===== config.mk =====
export PLATFORM = sky130hd
export DESIGN_NAME = braille_cell_player
export DESIGN_NICKNAME = d
export VERILOG_FILES = /design/src/rtl/braille_pkg.sv /design/src/rtl/braille_cell_player_tick.sv /design/src/rtl/braille_cell_player.sv
export SDC_FILE = /design/constraint.sdc
export NUM_CORES = 1
export LEC_CHECK = 0
export CORE_MARGIN = 2
export CORE_UTILIZATION = 40
export DETAILED_ROUTE_END_ITERATION = 7
export DONT_BUFFER_PORTS = 1
export PLACE_DENSITY = 0.63
export RECOVER_POWER = 100
export SYNTH_ARGS = -nofsm -noshare
export SYNTH_HDL_FRONTEND = slang
export SYNTH_SLANG_ARGS = --single-unit
export TNS_END_PERCENT = 50

===== constraint.sdc =====
create_clock -name clk -period 4.3 [get_ports clk]
set_clock_uncertainty 0.15 [all_clocks]
set_input_delay 0.86 -clock clk [delete_from_list [all_inputs] [get_ports clk]]
set_output_delay 0.86 -clock clk [all_outputs]
set_load 0.005 [all_outputs]

===== src/rtl/braille_pkg.sv =====
// Shared types and constants for the braille cell player.
// Optional build macro: BRAILLE_GAP_EN (adds a blank gap after each cell).
package braille_pkg;

    // Default dots per cell: 6 = standard braille, 8 = computer braille.
    localparam int CELL_W_DEF = 6;

    // Widest cell this codebase supports; BLANK_CELL is sized to it.
    localparam int MAX_CELL_W = 8;

    // All dots lowered.
    localparam logic [MAX_CELL_W-1:0] BLANK_CELL = '0;

    // Player states. PLAY_GAP is only reachable when BRAILLE_GAP_EN is defined.
    typedef enum logic [1:0] {
        IDLE     = 2'd0,
        PLAY     = 2'd1,
        PLAY_GAP = 2'd2,
        DONE     = 2'd3
    } state_t;

endpackage


===== src/rtl/braille_cell_player_tick.sv =====
// braille_tick_gen: loadable down-counter used as the per-cell hold timer.
// tick is high while enabled and the counter sits at zero; a load takes
// priority over counting.
module braille_tick_gen #(
    parameter int W = 8
) (
    input  logic         clk,
    input  logic         rst,
    input  logic         en,
    input  logic         load,
    input  logic [W-1:0] load_val,
    output logic         tick
);

    logic [W-1:0] cnt;

    // Reload on request, otherwise count down to zero and stay there.
    always_ff @(posedge clk or posedge rst) begin
        if (rst) begin
            cnt <= '0;
        end else if (load) begin
            cnt <= load_val;
        end else if (en && cnt != '0) begin
            cnt <= cnt - W'(1);
        end
    end

    assign tick = en && (cnt == '0);

endmodule


===== src/rtl/braille_cell_player.sv =====
// braille_cell_player: stores a line of braille cells and replays it to the
// display driver, one cell per programmable hold period.
// Optional build macro: BRAILLE_GAP_EN inserts a blank gap (rd_data = 0,
// rd_valid = 1) of the same length between consecutive presented cells.
// Handshake: no backpressure; writes are accepted only in IDLE and while not
// full, any other wr_en is dropped and reported on wr_err one cycle later.
module braille_cell_player
    import braille_pkg::*;
#(
    parameter int CELL_W = CELL_W_DEF,
    parameter int DEPTH  = 11,
    parameter int DIV_W  = 8,
    localparam int CNT_W = $clog2(DEPTH + 1),
    localparam int IDX_W = $clog2(DEPTH)
) (
    input  logic              clk,
    input  logic              rst,
    input  logic              wr_en,
    input  logic [CELL_W-1:0] wr_data,
    input  logic              line_clr,
    input  logic              play_start,
    input  logic              play_stop,
    input  logic              loop_en,
    input  logic [DIV_W-1:0]  div_val,
    output logic [CNT_W-1:0]  count,
    output logic              full,
    output logic              wr_err,
    output logic              busy,
    output logic [CELL_W-1:0] rd_data,
    output logic              rd_valid,
    output logic [IDX_W-1:0]  rd_idx,
    output logic              done,
    output state_t            state
);

    localparam logic [CELL_W-1:0] BLANK = CELL_W'(BLANK_CELL);

    logic [CELL_W-1:0] mem [DEPTH];

    logic             wr_accept;
    logic             wr_drop;
    logic             start_ok;
    logic             playing;
    logic             last;
    logic [IDX_W-1:0] next_idx;
    logic [DIV_W-1:0] hold_val;
    logic             tick;
    logic             tick_load;

    // Write/start qualification, end-of-line detection and hold-time reload value.
    always_comb begin
        wr_accept = wr_en && !line_clr && !full && (state == IDLE);
        wr_drop   = wr_en && !line_clr && (full || state != IDLE);
        start_ok  = play_start && !line_clr && (state == IDLE) && (count != '0);
        playing   = (state == PLAY) || (state == PLAY_GAP);
        last      = (CNT_W'(rd_idx) + CNT_W'(1)) == count;
        next_idx  = last ? '0 : rd_idx + IDX_W'(1);
        hold_val  = (div_val == '0) ? '0 : div_val - DIV_W'(1);
        tick_load = start_ok || (playing && tick);
    end

    assign full = (count == CNT_W'(DEPTH));

    braille_tick_gen #(
        .W(DIV_W)
    ) u_tick (
        .clk      (clk),
        .rst      (rst),
        .en       (playing),
        .load     (tick_load),
        .load_val (hold_val),
        .tick     (tick)
    );

    // Line buffer storage; contents are don't-care until written.
    always_ff @(posedge clk) begin
        if (wr_accept) begin
            mem[count[IDX_W-1:0]] <= wr_data;
        end
    end

    // Player FSM with registered outputs; line_clr overrides everything.
    always_ff @(posedge clk or posedge rst) begin
        if (rst) begin
            state    <= IDLE;
            count    <= '0;
            rd_idx   <= '0;
            rd_data  <= '0;
            rd_valid <= 1'b0;
            busy     <= 1'b0;
            done     <= 1'b0;
            wr_err   <= 1'b0;
        end else begin
            done   <= 1'b0;
            wr_err <= 1'b0;
            if (line_clr) begin
                count    <= '0;
                state    <= IDLE;
                rd_valid <= 1'b0;
                rd_data  <= BLANK;
                busy     <= 1'b0;
            end else begin
                if (wr_accept) begin
                    count <= count + CNT_W'(1);
                end
                if (wr_drop) begin
                    wr_err <= 1'b1;
                end
                case (state)
                    IDLE: begin
                        if (start_ok) begin
                            state    <= PLAY;
                            rd_idx   <= '0;
                            rd_data  <= mem[0];
                            rd_valid <= 1'b1;
                            busy     <= 1'b1;
                        end
                    end
                    PLAY: begin
                        if (play_stop) begin
                            state    <= IDLE;
                            rd_valid <= 1'b0;
                            rd_data  <= BLANK;
                            busy     <= 1'b0;
                        end else if (tick) begin
                            if (!last || loop_en) begin
`ifdef BRAILLE_GAP_EN
                                state   <= PLAY_GAP;
                                rd_data <= BLANK;
`else
                                rd_idx  <= next_idx;
                                rd_data <= mem[next_idx];
`endif
                            end else begin
                                state    <= DONE;
                                done     <= 1'b1;
                                rd_valid <= 1'b0;
                                rd_data  <= BLANK;
                                busy     <= 1'b0;
                            end
                        end
                    end
`ifdef BRAILLE_GAP_EN
                    PLAY_GAP: begin
                        if (play_stop) begin
                            state    <= IDLE;
                            rd_valid <= 1'b0;
                            rd_data  <= BLANK;
                            busy     <= 1'b0;
                        end else if (tick) begin
                            state   <= PLAY;
                            rd_idx  <= next_idx;
                            rd_data <= mem[next_idx];
                        end
                    end
`endif
                    DONE: begin
                        state <= IDLE;
                    end
                    default: begin
                        state    <= IDLE;
                        rd_valid <= 1'b0;
                        rd_data  <= BLANK;
                        busy     <= 1'b0;
                    end
                endcase
            end
        end
    end

endmodule


==> results.json <==
{
  "outcome": "complete, no violations",
  "finalNetCount": 407,
  "p_seq_share_pct": 48.6,
  "antenna_found_initial": 0,
  "path_cells": "inv_1 -> ha_1 -> nor4bb_1 -> nor3_1 -> o2bb2ai_2 -> nor3_1 -> a221oi_1 -> nor4_1",
  "clk_pin_slew_worst_paths_ns": 0.06,
  "p_int_mw": 1.64,
  "synth_largest_area_cell": "edfxtp_1",
  "drt_first_iter_violations": 226,
  "hp-class": "reg2reg",
  "synth_edf_count": 66,
  "finalWeightedCongestion": 0.901,
  "die_x_um": 113,
  "arrival_ns": 3.29,
  "ir_worst_vdd_uv": 235,
  "use_met2_pct": 28.7,
  "p_per_area_nw_per_um2": 431,
  "root_buffer": "clkbuf_16",
  "crit_family": "simple AND/OR/NAND/NOR gates",
  "fillers": 1021,
  "use_met3_pct": 4.59,
  "core_um2": 11500,
  "ys_top_cells_by_area": "edfxtp_1 42%, dfrtp_1 14%, ha_1 2.9%",
  "crit_fanout": 12,
  "numPortBuffers": 0,
  "syn_inst": 376,
  "cts_resized": 0,
  "drtAntennaViolNets": 0,
  "gr-total-overflow": 0,
  "ys_seq_area_share_pct": 56.3,
  "finalSetupViolCount": 0,
  "ys_warn_count": 0,
  "fp-row-count": 39,
  "synth.top_cell.area_share_pct": 42.0,
  "clk_latency_ns": 0.34,
  "period_minus_slack_ns": 3.23,
  "drt-pass1-iter-count": 4,
  "max_cap_viol_count": 0,
  "grt_pass1_wl_um": 17400,
  "start_util_pct": 41.1,
  "cpPeakStageDelay_ns": 0.70,
  "postCtsHoldBufs": 0,
  "ys_ff_latch": 93,
  "crit_buf_inv": 1,
  "wl_um": 10600,
  "dp.cells": 507,
  "setup_tns_ns": 0,
  "critPathKind": "reg2reg",
  "syn_avg_cell_area_um2": 12.5,
  "synth_area_um2": 4720,
  "critPathMostFrequentCell": "nor3_1",
  "drive_gt1_share_pct": 12.1,
  "final_cell_count_no_fill": 522,
  "p_sw_share_pct": 25.7,
  "viasPerCell": 5.93,
  "syn_to_final_growth_pct": 8.80,
  "drc": 0,
  "wl_per_cell_um": 20.4,
  "rsz0062_at_grt": "no",
  "worstSetupEndpointType": "register",
  "use_met1_pct": 23.9,
  "cts_inserted_buffers": 9,
  "post-route-period-util_pct": 75.1,
  "synth_cell_types": 71,
  "post-cts-setup-buffer-count": 0,
  "dieArea_um2": 12700,
  "synth-main-ff-cell": "edfxtp_1",
  "fmaxAchievable_mhz": 310,
  "ys_async_sr_fraction_pct": 29.0,
  "tritoncts": "built",
  "die_h_um": 113,
  "io_pins": 42,
  "syn-num-nets": 408,
  "worst_slew_pin_slew_ns": 1.06,
  "h-tree-depth": 3,
  "hold_violations": 0,
  "maxSlewViolCount": 0,
  "power_frac_clock_pct": 38.3,
  "grt_start_max_net_pins": 28,
  "crit_slowest_cell": "nor3_1",
  "clock_tree.buffer_depth": 2,
  "grt_pass1_vias": 3046,
  "p_comb_share_pct": 13.1,
  "dp_hpwl_um": 7770,
  "vias": 3093,
  "antenna_cells": 0,
  "slew_headroom_pct": 29.5,
  "cts_sinks": 93,
  "layout_commonest_cell": "edfxtp_1",
  "grt_usage_pct": 17.8,
  "start_kind": "register",
  "final_cell_mix": "66 x edfxtp_1, 27 x dfrtp_1, 19 x inv_1, 19 x o21ai_0, 17 x nor2_1",
  "grt-busiest-layer": "met2",
  "leakage_nw": 1.82,
  "multiInputGateArea_um2": 1900,
  "critPathRequiredTime_ns": 4.37,
  "seqCellArea_um2": 2660,
  "switching_power_uw": 570
}
[flip-flops by register name, summed over array words and instances, names as in the netlist]
signal      flops
rd_data         6
count           4
wr_err          1
mem            66
done            1
state           2
rd_valid        1
rd_idx          4
u_tick.cnt      8
[metrics by stage]
stage | power [mW] | worst slack, ns | cell area, um^2 | utilization [%] | hold WS [ns]
2_1_floorplan | 1.32 | 1.89 | 4720 | - | 0.332
3_3_place_gp | 1.38 | 1.38 | 4840 | 42.2 | 0.375
3_5_place_dp | 1.38 | 1.23 | 4840 | 42.2 | 0.375
4_1_cts | 2.23 | 1.24 | 5160 | 45.0 | 0.390
5_1_grt | 2.31 | 0.751 | 5130 | 44.8 | 0.416
6_report | 2.21 | 1.07 | 5130 | 44.8 | 0.386
[worst min-delay path: stages, from the launching register on]
cell      delay (ns)
edfxtp_1        0.36
a22oi_1         0.07
o21ai_1         0.07
[cell families (layout without fill, tap and decap cells)]
logic type / Yosys count / in the layout / synth area share (%)
compound gates: 100 / 100 / 16.3
xor+xnor: 15 / 15 / 3.71
fa+ha+maj: 11 / 11 / 2.92
buf+inv: 32 / 35 / 2.86
flops: 93 / 93 / 56.3
mux: 14 / 14 / 3.61
simple gates: 111 / 111 / 14.3
[power by group through the flow]
stage / logic, mW / clock network (mW) / registers, mW
floorplan: 0.242 / 0 / 1.08
global placement: 0.284 / 0 / 1.09
detailed placement: 0.290 / 0 / 1.09
CTS: 0.293 / 0.865 / 1.08
global route: 0.327 / 0.902 / 1.08
finish: 0.290 / 0.849 / 1.08
[synthesized netlist by cell type (9+ instances only)]
cell and number:
nor3_1 10, dfrtp_1 27, and2_1 10, a22o_1 11, edfxtp_1 66, o21ai_0 16
nor2b_1 9, a21oi_1 11, nand2_1 16, inv_1 19, nor2_1 17, ha_1 11
[routing by layer]
metal,share of wire (%),wire (um)
met1,44,4650
met2,49,5220
met3,6.3,666
met5,0,0
met4,0.98,104
[final timing paths]
path | start | endpoint | slack, ns | cells after the start
worst max-delay path | count[0] | rd_data[2] | 1.07 | 8
worst min-delay path | mem[0][4] | rd_data[4] | 0.39 | 2
worst max register to register | count[0] | rd_data[2] | 1.07 | 8
worst min register to register | mem[0][4] | rd_data[4] | 0.39 | 2
max in group asynchronous | rst | rd_valid | 2.84 | 1
min in group asynchronous | rst | rd_data[3] | 0.51 | 1
[area by class of cell]
cell class                      count  area share [%]
Sequential cell                    93            51.8
Multi-Input combinational cell    251            37.0
Clock buffer                        9            4.39
Tap cell                          143            3.49
Clock inverter                      6            1.83
Inverter                           19            1.39
Timing Repair Buffer                1           0.146
Note: power is estimated with default switching activity, not from simulation.
